<file path="src/rtl/dll_code_tracker.sv">
// DLL code tracker: loads the SAR result, then performs filtered bang-bang
// tracking on the phase detector decision and reports lock status.
//
// state | meaning
// ------+-------------------------------------------------------------
// IDLE  | waiting for a sar_done rising edge
// LOAD  | one cycle: take sar_code, clear filter, counters and lock
// TRACK | accumulate COMP votes, step the code on a full filter count
// HOLD  | code frozen, filter cleared, lock state kept
module dll_code_tracker #(
    parameter int FILT_TH  = 4,
    parameter int LOCK_CNT = 8,
    parameter int LOSS_CNT = 4
) (
    input  logic       clk4,
    input  logic       rst_n,
    input  logic       sar_done,
    input  logic [9:0] sar_code,
    input  logic       COMP,
    input  logic       track_en,
    output logic [9:0] code,
    output logic [3:0] coarse,
    output logic [5:0] fine,
    output logic       locked,
    output logic       lock_lost,
    output logic       at_limit
);

    typedef enum logic [1:0] {IDLE, LOAD, TRACK, HOLD} state_t;

    localparam logic signed [4:0] TH_POS  = 5'(FILT_TH);
    localparam logic signed [4:0] TH_NEG  = 5'(-FILT_TH);
    localparam logic        [3:0] LOCK_TH = 4'(LOCK_CNT);
    localparam logic        [3:0] LOSS_TH = 4'(LOSS_CNT);

    state_t            state, state_nxt;
    logic              done_q;
    logic signed [4:0] acc, acc_nxt, acc_sum;
    logic        [3:0] rev_cnt, rev_nxt, rev_inc;
    logic        [3:0] same_cnt, same_nxt, same_inc;
    logic              last_dir, last_dir_nxt;
    logic              first_step, first_nxt;
    logic        [9:0] code_nxt;
    logic              locked_nxt, lost_nxt, at_limit_nxt;
    logic              sar_rise, blocked;

    assign sar_rise = sar_done & ~done_q;
    assign acc_sum  = COMP ? acc + 5'sd1 : acc - 5'sd1;
    assign rev_inc  = (rev_cnt  == 4'hF) ? rev_cnt  : rev_cnt  + 4'd1;
    assign same_inc = (same_cnt == 4'hF) ? same_cnt : same_cnt + 4'd1;
    // A step only fires in the direction of the current vote, so the limit
    // test depends on COMP alone.
    assign blocked  = COMP ? (code == 10'h3FF) : (code == 10'h000);

    assign coarse = code[9:6];
    assign fine   = code[5:0];

    // State and datapath registers, synchronous active-low reset.
    always_ff @(posedge clk4) begin
        if (!rst_n) begin
            state      <= IDLE;
            done_q     <= 1'b0;
            code       <= '0;
            acc        <= '0;
            rev_cnt    <= '0;
            same_cnt   <= '0;
            last_dir   <= 1'b0;
            first_step <= 1'b0;
            locked     <= 1'b0;
            lock_lost  <= 1'b0;
            at_limit   <= 1'b0;
        end else begin
            state      <= state_nxt;
            done_q     <= sar_done;
            code       <= code_nxt;
            acc        <= acc_nxt;
            rev_cnt    <= rev_nxt;
            same_cnt   <= same_nxt;
            last_dir   <= last_dir_nxt;
            first_step <= first_nxt;
            locked     <= locked_nxt;
            lock_lost  <= lost_nxt;
            at_limit   <= at_limit_nxt;
        end
    end

    // Next-state, filter, step and lock bookkeeping.
    always_comb begin
        state_nxt    = state;
        code_nxt     = code;
        acc_nxt      = acc;
        rev_nxt      = rev_cnt;
        same_nxt     = same_cnt;
        last_dir_nxt = last_dir;
        first_nxt    = first_step;
        locked_nxt   = locked;
        lost_nxt     = 1'b0;
        at_limit_nxt = at_limit;

        case (state)
            IDLE: begin
                if (sar_rise) state_nxt = LOAD;
            end

            LOAD: begin
                code_nxt     = sar_code;
                acc_nxt      = '0;
                rev_nxt      = '0;
                same_nxt     = '0;
                first_nxt    = 1'b1;
                locked_nxt   = 1'b0;
                // a reload that drops an existing lock is still a lock loss
                lost_nxt     = locked;
                at_limit_nxt = 1'b0;
                state_nxt    = track_en ? TRACK : HOLD;
            end

            TRACK: begin
                if (sar_rise) begin
                    state_nxt = LOAD;
                end else if (!track_en) begin
                    // freeze immediately: the vote on this edge is discarded
                    state_nxt = HOLD;
                    acc_nxt   = '0;
                end else if (acc_sum == TH_POS || acc_sum == TH_NEG) begin
                    acc_nxt = '0;
                    if (blocked) begin
                        at_limit_nxt = 1'b1;
                    end else begin
                        code_nxt     = COMP ? code + 10'd1 : code - 10'd1;
                        at_limit_nxt = 1'b0;
                        first_nxt    = 1'b0;
                        last_dir_nxt = COMP;
                        if (first_step || COMP == last_dir) begin
                            same_nxt = same_inc;
                            rev_nxt  = '0;
                            if (locked && same_inc >= LOSS_TH) begin
                                locked_nxt = 1'b0;
                                lost_nxt   = 1'b1;
                            end
                        end else begin
                            rev_nxt  = rev_inc;
                            same_nxt = '0;
                            if (rev_inc >= LOCK_TH) locked_nxt = 1'b1;
                        end
                    end
                end else begin
                    acc_nxt = acc_sum;
                end
            end

            HOLD: begin
                acc_nxt = '0;
                if (sar_rise)      state_nxt = LOAD;
                else if (track_en) state_nxt = TRACK;
            end

            default: state_nxt = IDLE;
        endcase
    end

endmodule
</file>
<file path="config.mk">
export PLATFORM = sky130hd
export DESIGN_NAME = dll_code_tracker
export DESIGN_NICKNAME = d
export VERILOG_FILES = /design/src/rtl/dll_code_tracker.sv
export SDC_FILE = /design/constraint.sdc
export NUM_CORES = 1
export LEC_CHECK = 0
export CAP_MARGIN = 30
export CORE_ASPECT_RATIO = 0.8
export CORE_UTILIZATION = 54
export DETAILED_ROUTE_END_ITERATION = 8
export GPL_TIMING_DRIVEN = 0
export PLACE_DENSITY = 0.84
export SYNTH_ARGS = -nofsm -noshare
export SYNTH_HDL_FRONTEND = slang
export SYNTH_SLANG_ARGS = --single-unit
export TNS_END_PERCENT = 50
</file>
<file path="constraint.sdc">
create_clock -name clk4 -period 4.3 [get_ports clk4]
set_input_delay 0.86 -clock clk4 [delete_from_list [all_inputs] [get_ports clk4]]
set_output_delay 0.86 -clock clk4 [all_outputs]
set_load 0.02 [all_outputs]
</file>
==> qor.log <==
qor: clocking.ctsResizeCount 0
qor: timing.final.setup.tns 0 ns
qor: critical_path.number_of_cells_on_the_worst_reg_to_reg_path 8
qor: timing.clock-skew-final 0.00513 ns
qor: clocking.insertion_delay 0.29 ns
qor: synthesis.synth_xor_area_frac 0.0299
qor: routing.drc 0
qor: routing.met3_length 332 um
qor: floorplanning.die_height 60.9 um
qor: critical_path.setup.reg_to_reg.worst_slack 1.72 ns
qor: timing.drv_slew 0
qor: floorplanning.dieWidth 75.7 um
qor: synthesis.synth.yosys.seq_area_share 0.265
qor: place.placement.setup.worst_slack 0.577 ns
qor: clocking.htree_num_levels 2
qor: critical_path.timing.critical_path.from_type input port
qor: place.dp.cells 375
qor: clocking.tritoncts.num_buffers 5
qor: critical_path.path_max_fanout 14
qor: synthesis.synthAdderAreaFrac 0.119
qor: synthesis.yosys.area.top_type dfxtp_1
qor: place.io_buf_count 36
qor: global_routing.grt_remaining_overflow 0
qor: run.cap_viol_max_count 0
qor: global_routing.initial_antenna_violation_count 0
qor: power.p_per_area 399 mW/mm^2
qor: critical_path.endpoint_kind flip-flop
qor: place.hpwl 4300 um
qor: synthesis.post_synth_inst_count 282
qor: layout.layout-drive-gt1-share 0.0951
qor: timing.grt_setup_unrepaired false
qor: clocking.post_cts_buffers 0
qor: timing.min_period 3.46 ns
qor: routing.vias_per_cell 5.82
qor: power.max-vdd-ir-drop 254 uV
qor: synthesis.dominant_combinational_cell_family_by_area_after_synthesis compound AO/OA/AOI/OAI gates
qor: timing.timing.final.hold_violations 0
qor: synthesis.synthDominantCellAreaShare 0.265
qor: power.power.static_leakage 1.17 nW
qor: layout.num_antenna_cells 0
qor: synthesis.synth-edff-count 0
qor: clocking.cts_tree yes
qor: routing.detailedRoute.firstIterationViolations 107
qor: status.run_status completed
qor: floorplanning.pin_count 38
qor: routing.overall_routed_net_length 5840 um
qor: routing.wl_met2 2540 um
qor: synthesis.mappedNetlistArea 0.00234 mm^2
qor: routing.detail-route-antenna-nets 0
qor: synthesis.share_of_cell_area_taken_by_muxes_after_synthesis 0.0347
qor: critical_path.cpPeakStageDelay 0.59 ns
qor: layout.area_delta_synth_final 22.7%
qor: min_path.holdCritStartpoint at_limit
qor: routing.routedLengthMet1 2930 um
qor: clocking.clk_pin_slew_worst_paths 0.07 ns
qor: synthesis.ys_types 62
qor: critical_path.worst-endpoint-required 4.48 ns
qor: min_path.worstHoldPathType flip-flop to flip-flop
qor: synthesis.yosys_register_bits 31
qor: place.place_area 0.00278 mm^2
qor: timing.worst-slew-pin-transition 0.737 ns
qor: place.globalplace.congestion 0.880
qor: synthesis.area_fraction_in_compound_gates_after_synthesis 0.257
qor: critical_path.critical_path_class input port to flip-flop
qor: timing.final_critical_path_setup_slack 0.844 ns
qor: synthesis.synth_common_cells dfxtp_1, nor2_1, ha_1, a21oi_1, nand2_1
qor: global_routing.pin_count_of_the_biggest_net_entering_global_routing 15
qor: min_path.min_to at_limit
qor: timing.worst_slew_margin_rel 0.505
qor: layout.fin_nets 361
qor: critical_path.crit_arrival 3.64 ns
qor: global_routing.grtUsageTotal 0.274
qor: routing.detailroute.via_count 2229
qor: clocking.hold_buffers 0
qor: clocking.ctsLongestPathBuffers 2
qor: routing.routed_wire_per_std_cell 15.3 um
qor: synthesis.synthFlopType dfxtp_1
qor: min_path.hold_depth 1
qor: critical_path.crit_path_cell_trace buf_2, inv_1, ha_1, a21oi_1, a21oi_1, or4_4, nand4_4, buf_4, a21oi_1, o2111a_1
qor: synthesis.synth_fp_nets 318
qor: layout.post-route-util 0.688
qor: layout.fillers 343
qor: timing.final.hold.worst_slack 0.479 ns
qor: synthesis.synth-async-reset-ratio 0
qor: critical_path.destination_of_the_worst_register_to_register_timing_path lock_lost
qor: timing.post-route-period-util 0.804
qor: routing.drt_pre_antenna_iters 5
qor: global_routing.vias_in_the_first_global_route 1953
qor: critical_path.timing.rr.start acc[0]
qor: synthesis.ys.warnings.count 0
qor: layout.layout.cells.non_filler 383
qor: synthesis.synth.avg_cell_area 8.31 um^2
qor: clocking.cts.sink_count 31
qor: floorplanning.initial_cell_density_of_the_core 0.561
qor: floorplanning.placement_rows 21
qor: synthesis.synth.top_cells.by_area dfxtp_1, ha_1, nor2_1
qor: timing.finalSetupViolCount 0
qor: floorplanning.coreArea 0.00418 mm^2
qor: global_routing.global_route_wire_length_before_repair 9320 um
qor: critical_path.timing.critical_path.slowest_stage_cell or4_4
qor: critical_path.most_frequent_cell_on_the_critical_path a21oi_1
qor: floorplanning.floorplan.die_area 0.00461 mm^2
qor: layout.postLayoutCellArea 0.00288 mm^2
qor: routing.top_signal_layer_used met4
qor: synthesis.synth_simple_gate_area_frac 0.223
qor: clocking.cts_root_buf clkbuf_8
qor: timing.achievable-frequency 0.289 GHz
qor: power.power.total 1.15 mW
## power breakdown
group	switching, mW	leakage (nW)	internal (mW)	total (mW)
Sequential	0.0505	0.252	0.318	0.368
Combinational	0.275	0.862	0.246	0.522
Clock	0.112	0.0515	0.146	0.258
Total	0.438	1.17	0.710	1.15
## sequential cells by signal (all words and copies together) (netlist names)
signal,flops
locked,1
state,2
at_limit,1
code,10
same_cnt,4
first_step,1
lock_lost,1
rev_cnt,4
acc,5
done_q,1
last_dir,1
## cell families (layout without fill, tap and decap cells)
logic type                 after synthesis  after routing
and+or+nand+nor                        102            102
xor gates and xnor gates                 8              8
buffers and inverters                   31             75
DFF                                     31             31
adders and majority gates               21             21
muxes                                    8              8
AOI/OAI and AO/OA                       81             81
## cells in the final DEF, fill, tap and decap left out, types with 4 or more instances in the layout
| cell type | count |
|---|---|
| a211oi_1 | 4 |
| nand2_1 | 17 |
| nor3_1 | 10 |
| inv_1 | 11 |
| a31oi_1 | 4 |
| a21oi_1 | 18 |
| nand2b_1 | 6 |
| mux2i_1 | 7 |
| clkdlybuf4s50_1 | 36 |
| clkbuf_8 | 7 |
| nor2_1 | 31 |
| ha_1 | 19 |
| xnor2_1 | 7 |
| clkbuf_1 | 4 |
| buf_4 | 11 |
| nand3_1 | 14 |
| a21o_1 | 5 |
| o21ai_0 | 14 |
| dfxtp_1 | 31 |
## worst max-delay path by stage
stage | start | end | depth (start not counted)
2_1_floorplan | COMP | lock_lost | 10
3_5_place_dp | COMP | rev_cnt[0] | 10
5_1_grt | COMP | rev_cnt[0] | 10
3_3_place_gp | COMP | lock_lost | 10
6_report | COMP | lock_lost | 10
4_1_cts | COMP | rev_cnt[0] | 10
## worst max-delay path, delay by kind of cell
family / cells / cell delay, ns
AO/OA/AOI/OAI: 4 / 0.69
adder cells (fa/ha/maj): 1 / 0.40
buffers and inverters: 3 / 0.88
AND/OR/NAND/NOR: 2 / 0.80
## cell type report
| cell class | count | area [um^2] | share of cell area |
|---|---|---|---|
| tap | 57 | 71.3 | 0.0248 |
| multi-input combinational | 220 | 1550 | 0.540 |
| buffer | 19 | 124 | 0.0431 |
| inverter | 12 | 45.0 | 0.0157 |
| sequential | 31 | 621 | 0.216 |
| clock buffer | 8 | 100 | 0.0348 |
| timing repair buffer | 36 | 360 | 0.125 |
## per-layer routing
metal | global-route usage | vias to the layer above
met3 | 0.0714 | 4
met1 | 0.394 | 1033
met5 | 0 | -
li1 | - | 1124
met4 | 0.0529 | 0
met2 | 0.417 | 68
Power figures use the tool's default switching activity.
==> RTL change 1, RTL diff (config.mk and constraints unchanged) <==
Set the parameter `LOCK_CNT` to 7 (it was 8).
--- a/src/rtl/dll_code_tracker.sv
+++ b/src/rtl/dll_code_tracker.sv
@@ -9,7 +9,7 @@
 // HOLD  | code frozen, filter cleared, lock state kept
 module dll_code_tracker #(
     parameter int FILT_TH  = 4,
-    parameter int LOCK_CNT = 8,
+    parameter int LOCK_CNT = 7,
     parameter int LOSS_CNT = 4
 ) (
     input  logic       clk4,
Formal check against the unedited RTL: same outputs for any inputs over 10 cycles, from zero or initial values and one cycle with rst_n low; that may be too few to reach the edited logic, so the function may still have changed.
==> RTL change 1 against the original RTL <==
Power grew 6.5%; final area shrank 1.3%; die area shrank 2.2%; routed wire length grew 3.2%; sequential cell count is the same; hold slack lost 0.012 ns; setup slack lost 0.23 ns; clock power grew 18%; synthesized cell count grew 2.1%; area after synthesis shrank 2.3%; sequential power is essentially flat; critical path type unchanged; largest cell class unchanged; highest routed layer unchanged.
==> RTL change 1: results (changes against the original RTL) <==
[final_layout]
n_fill_cell = 338  ; -1.5%
drive_above_1_share = 0.0904  ; -0.00473

[grt]
use_met3 = 0.0540  ; -0.0175
track_usage = 0.282  ; +0.00759
grt_max_degree = 16  ; +1
use_met2 = 0.440  ; +0.0231
grt_pass1_vias = 2015  ; +3.2%
globalRouteMet1Util = 0.391  ; -0.00354

[synth]
yosys-top-cells-count = dfxtp_1 (31), a21oi_1 (29), nand2_1 (21), nor2_1 (21), ha_1 (19)
seq_area_frac_synth = 0.271  ; +0.00622
syn_nets = 324  ; +1.9%

[power_and_ir_drop]
power.leakage_nw = 1.14  ; -1.8%
vdd_drop_max_mv = 0.277  ; +9.1%

[worst_hold_path]
holdPathStages = 2  ; +1
holdPathEnd = acc[2]$_SDFFE_PN0P_
hold_path.startpoint = acc[2]$_SDFFE_PN0P_

[setup_path]
worst-path-max-fanout = 15  ; +1
r2r_slack_ns = 1.37  ; -0.35 ns
critPathSlowestCell = fa_1

[run_status]
outcome = finished clean

[place]
detailedPlacementHpwl_mm = 4.36  ; +1.3%
dp.cells = 379  ; +1.1%
place_ws_ns = 0.387  ; -0.189 ns

[sta]
relSlewSlack = 0.575  ; +0.0703
finalClockSkew_ns = 0.00545  ; +0.000315 ns

[routing]
avgRoutedWirePerCell_um = 15.6  ; +2.1%

-- RTL change 1: cell type report --
type,count,area [µm²],share of cell area
multi-input combinational,224,1500,0.529
timing repair buffer,36,360,0.127
clock buffer,6,82.6,0.0291
tap,55,68.8,0.0243
buffer,20,120,0.0423
inverter,13,48.8,0.0172
clock inverter,2,35.0,0.0124
sequential,31,621,0.219
-- RTL change 1: kinds of logic after synthesis --
kind of cell    synth area share
compound gates             0.262
fa+ha+maj                  0.121
flops                      0.271
mux                       0.0219
simple gates               0.213
buf+inv                   0.0738
xor+xnor                  0.0377
-- RTL change 1: critical path, delay by kind of cell --
| kind | cells | cell delay [ns] |
|---|---|---|
| adders and majority gates | 1 | 0.59 |
| AOI/OAI and AO/OA | 3 | 0.82 |
| buffers and inverters | 3 | 0.72 |
| and+or+nand+nor | 3 | 0.87 |
-- RTL change 1: routing by layer --
metal	wire length, µm	share of wire
met1	2840	0.47
met2	2630	0.44
met3	496	0.082
met4	66	0.011
met5	0	0
==> RTL change 2, RTL diff (same flow settings) <==
Made on the original files. Re-encode `state_t` (4 states) as one-hot, 4 bits wide.
--- a/src/rtl/dll_code_tracker.sv
+++ b/src/rtl/dll_code_tracker.sv
@@ -26,7 +26,7 @@
     output logic       at_limit
 );
 
-    typedef enum logic [1:0] {IDLE, LOAD, TRACK, HOLD} state_t;
+    typedef enum logic [3:0] {IDLE = 4'b0001, LOAD = 4'b0010, TRACK = 4'b0100, HOLD = 4'b1000} state_t;
 
     localparam logic signed [4:0] TH_POS  = 5'(FILT_TH);
     localparam logic signed [4:0] TH_NEG  = 5'(-FILT_TH);
Behaviour: no difference found for any inputs over 10 cycles, from zero or initial values and one cycle with rst_n low; not proved beyond that.
==> RTL change 2 against the original RTL <==
Global-route usage grew 2.6 points; clock skew shrank 0.0027 ns; area after synthesis grew 10%; final area grew 10%; sequential cell count grew 2; routed wire length grew 26%; count of clock-buffer cells in the layout shrank 3; critical path type unchanged; setup slack lost 0.74 ns.
Power is not compared: it rests on default switching activity, and its combinational part moved more than twofold at a synthesized area within 25%.
==> RTL change 2: results (changes against the original RTL) <==
[sta]
postLayoutSetupSlackWorst_ns = 0.105  ; -0.739 ns
finalClockSkew_ns = 0.00246  ; -0.00267 ns
relSlewSlack = 0.566  ; +0.0613

[synth]
synth_area_leaders = dfxtp_1 (26%), ha_1 (6.8%), nand2_1 (4.8%), a21oi_1 (4.6%), nand3_1 (3.1%)
synthArstFlopShare = 0  ; unchanged
yosys-top-cells-count = dfxtp_1 (33), nand2_1 (33), a21oi_1 (24)
synth_cell_types = 61  ; -1.6%
seq_area_frac_synth = 0.256  ; -0.00913
syn_nets = 357  ; +12%
synth_warnings = 0  ; unchanged
ys.flop_type = dfxtp_1

[setup_path]
crit_start = COMP
critPathSlowestCell = clkdlybuf4s50_1
cpLargestDelayFamily = compound AO/OA/AOI/OAI gates
worst-path-max-fanout = 10  ; -4
crit_buf_inv = 4  ; +1
timing.rr.end = code[4]$_SDFFE_PN0P_
ff2ff_path_depth = 8  ; unchanged
slowest_delay_ns = 0.69  ; +0.10 ns
critPathArrivalTime_ns = 4.38  ; +0.74 ns
end_kind = register
r2r_slack_ns = 1.28  ; -0.44 ns
rr_startpoint = acc[0]$_SDFFE_PN0P_

[worst_hold_path]
hold_path.class = register to register

[clock_tree]
numCtsBuffers = 5  ; unchanged
cts_buffer_depth = 2  ; unchanged
clock_latency_ns = 0.28
cts-root-buf = clkbuf_8
htreeDepth = 2  ; unchanged
clk_transition_reported_paths_ns = 0.07  ; about the same

[grt]
track_usage = 0.300  ; +0.0263
grt_pass1_vias = 2583  ; +32%
grt_pass1_wl_mm = 11.9  ; +28%
antenna_found_initial = 0  ; unchanged
grt_max_degree = 19  ; +4

[place]
placed_cell_area_um2 = 3020  ; +8.8%
gp_congestion = 0.911  ; +3.5%
place_ws_ns = -0.314  ; -0.891 ns
detailedPlacementHpwl_mm = 5.36  ; +24%
portBuffers = 36  ; unchanged

[final_layout]
fin_nets = 405  ; +12%
diodes = 0  ; unchanged
drive_above_1_share = 0.0963  ; +0.00116
n_fill_cell = 371  ; +8.2%
largestRegisters = code x10, acc x5

[power_and_ir_drop]
vdd_drop_max_mv = 0.209
power.leakage_nw = 1.18

[routing]
vias = 2838  ; +27%
drt_iter0_drc = 355  ; +230%
dr.pass1.iters = 6  ; +1
wl_mm = 7.38  ; +26%

[run_status]
outcome = finished clean

==> RTL change 2: worst min-delay path by stage <==
stage / from / endpoint / slack, ns / depth (start not counted)
after global placement: same_cnt[1]$_SDFFE_PN0P_ / same_cnt[1]$_SDFFE_PN0P_ / 0.46 / 2
after global routing: acc[2]$_SDFFE_PN0P_ / acc[2]$_SDFFE_PN0P_ / 0.50 / 2
after CTS: acc[2]$_SDFFE_PN0P_ / acc[2]$_SDFFE_PN0P_ / 0.49 / 2
after detailed placement: acc[2]$_SDFFE_PN0P_ / acc[2]$_SDFFE_PN0P_ / 0.48 / 2
after floorplan: same_cnt[1]$_SDFFE_PN0P_ / same_cnt[1]$_SDFFE_PN0P_ / 0.45 / 2
final: same_cnt[1]$_SDFFE_PN0P_ / same_cnt[1]$_SDFFE_PN0P_ / 0.49 / 2
==> RTL change 2: worst reg2reg max path: cells and delay by family, from the launching register on <==
family / cells / cell delay, ns
AO/OA/AOI/OAI: 6 / 1.69
adder cells (fa/ha/maj): 1 / 0.46
buffers and inverters: 1 / 0.40
flip-flops: 1 / 0.36
==> RTL change 2: power by group <==
part	internal (mW)	switching, mW
logic	0.0452	0.0638
registers	0.309	0.00445
clock network	0.168	0.115
==> RTL change 2: cell type report <==
| type | count | area (µm²) | share of cell area |
|---|---|---|---|
| Buffer | 23 | 125 | 0.0395 |
| Clock buffer | 5 | 68.8 | 0.0217 |
| Clock inverter | 2 | 35.0 | 0.0111 |
| Inverter | 11 | 45.0 | 0.0142 |
| Multi-Input combinational cell | 259 | 1760 | 0.556 |
| Sequential cell | 33 | 661 | 0.209 |
| Tap cell | 60 | 75.1 | 0.0237 |
| Timing Repair Buffer | 41 | 398 | 0.126 |
==> RTL change 2: repair_timing <==
item / CTS / global route
hold buffers: 0 / 0
gates resized for setup: 1 / 1
endpoints found under the hold margin: 0 / 0
endpoints found under the setup margin: 1 / 22
buffers inserted: 0 / 5
==> RTL change 2: cell families (layout without fill, tap and decap cells) <==
kind of cell    Yosys count  after routing  synth area share
buf+inv                  34             82            0.0644
xor+xnor                  8              8            0.0324
mux                       6              6            0.0237
flops                    33             33             0.256
compound gates          107            107             0.285
fa+ha+maj                16             16            0.0833
simple gates            122            122             0.255
==> RTL change 2: per-layer routing <==
metal	share of wire	GRT usage	vias to the layer above
met5	0	0	-
met4	0.020	0.120	0
met3	0.093	0.0743	26
met2	0.43	0.434	178
met1	0.46	0.424	1296
li1	-	-	1338
==> RTL change 2: per-stage QoR <==
stage                     setup TNS, ns  total power, mW  instances
after floorplan                       0            0.385        326
after global placement            -2.08            0.420        422
after detailed placement          -3.45            0.422        422
after CTS                             0            0.702        429
after global routing             -0.356            0.732        434
final                                 0            0.705        434
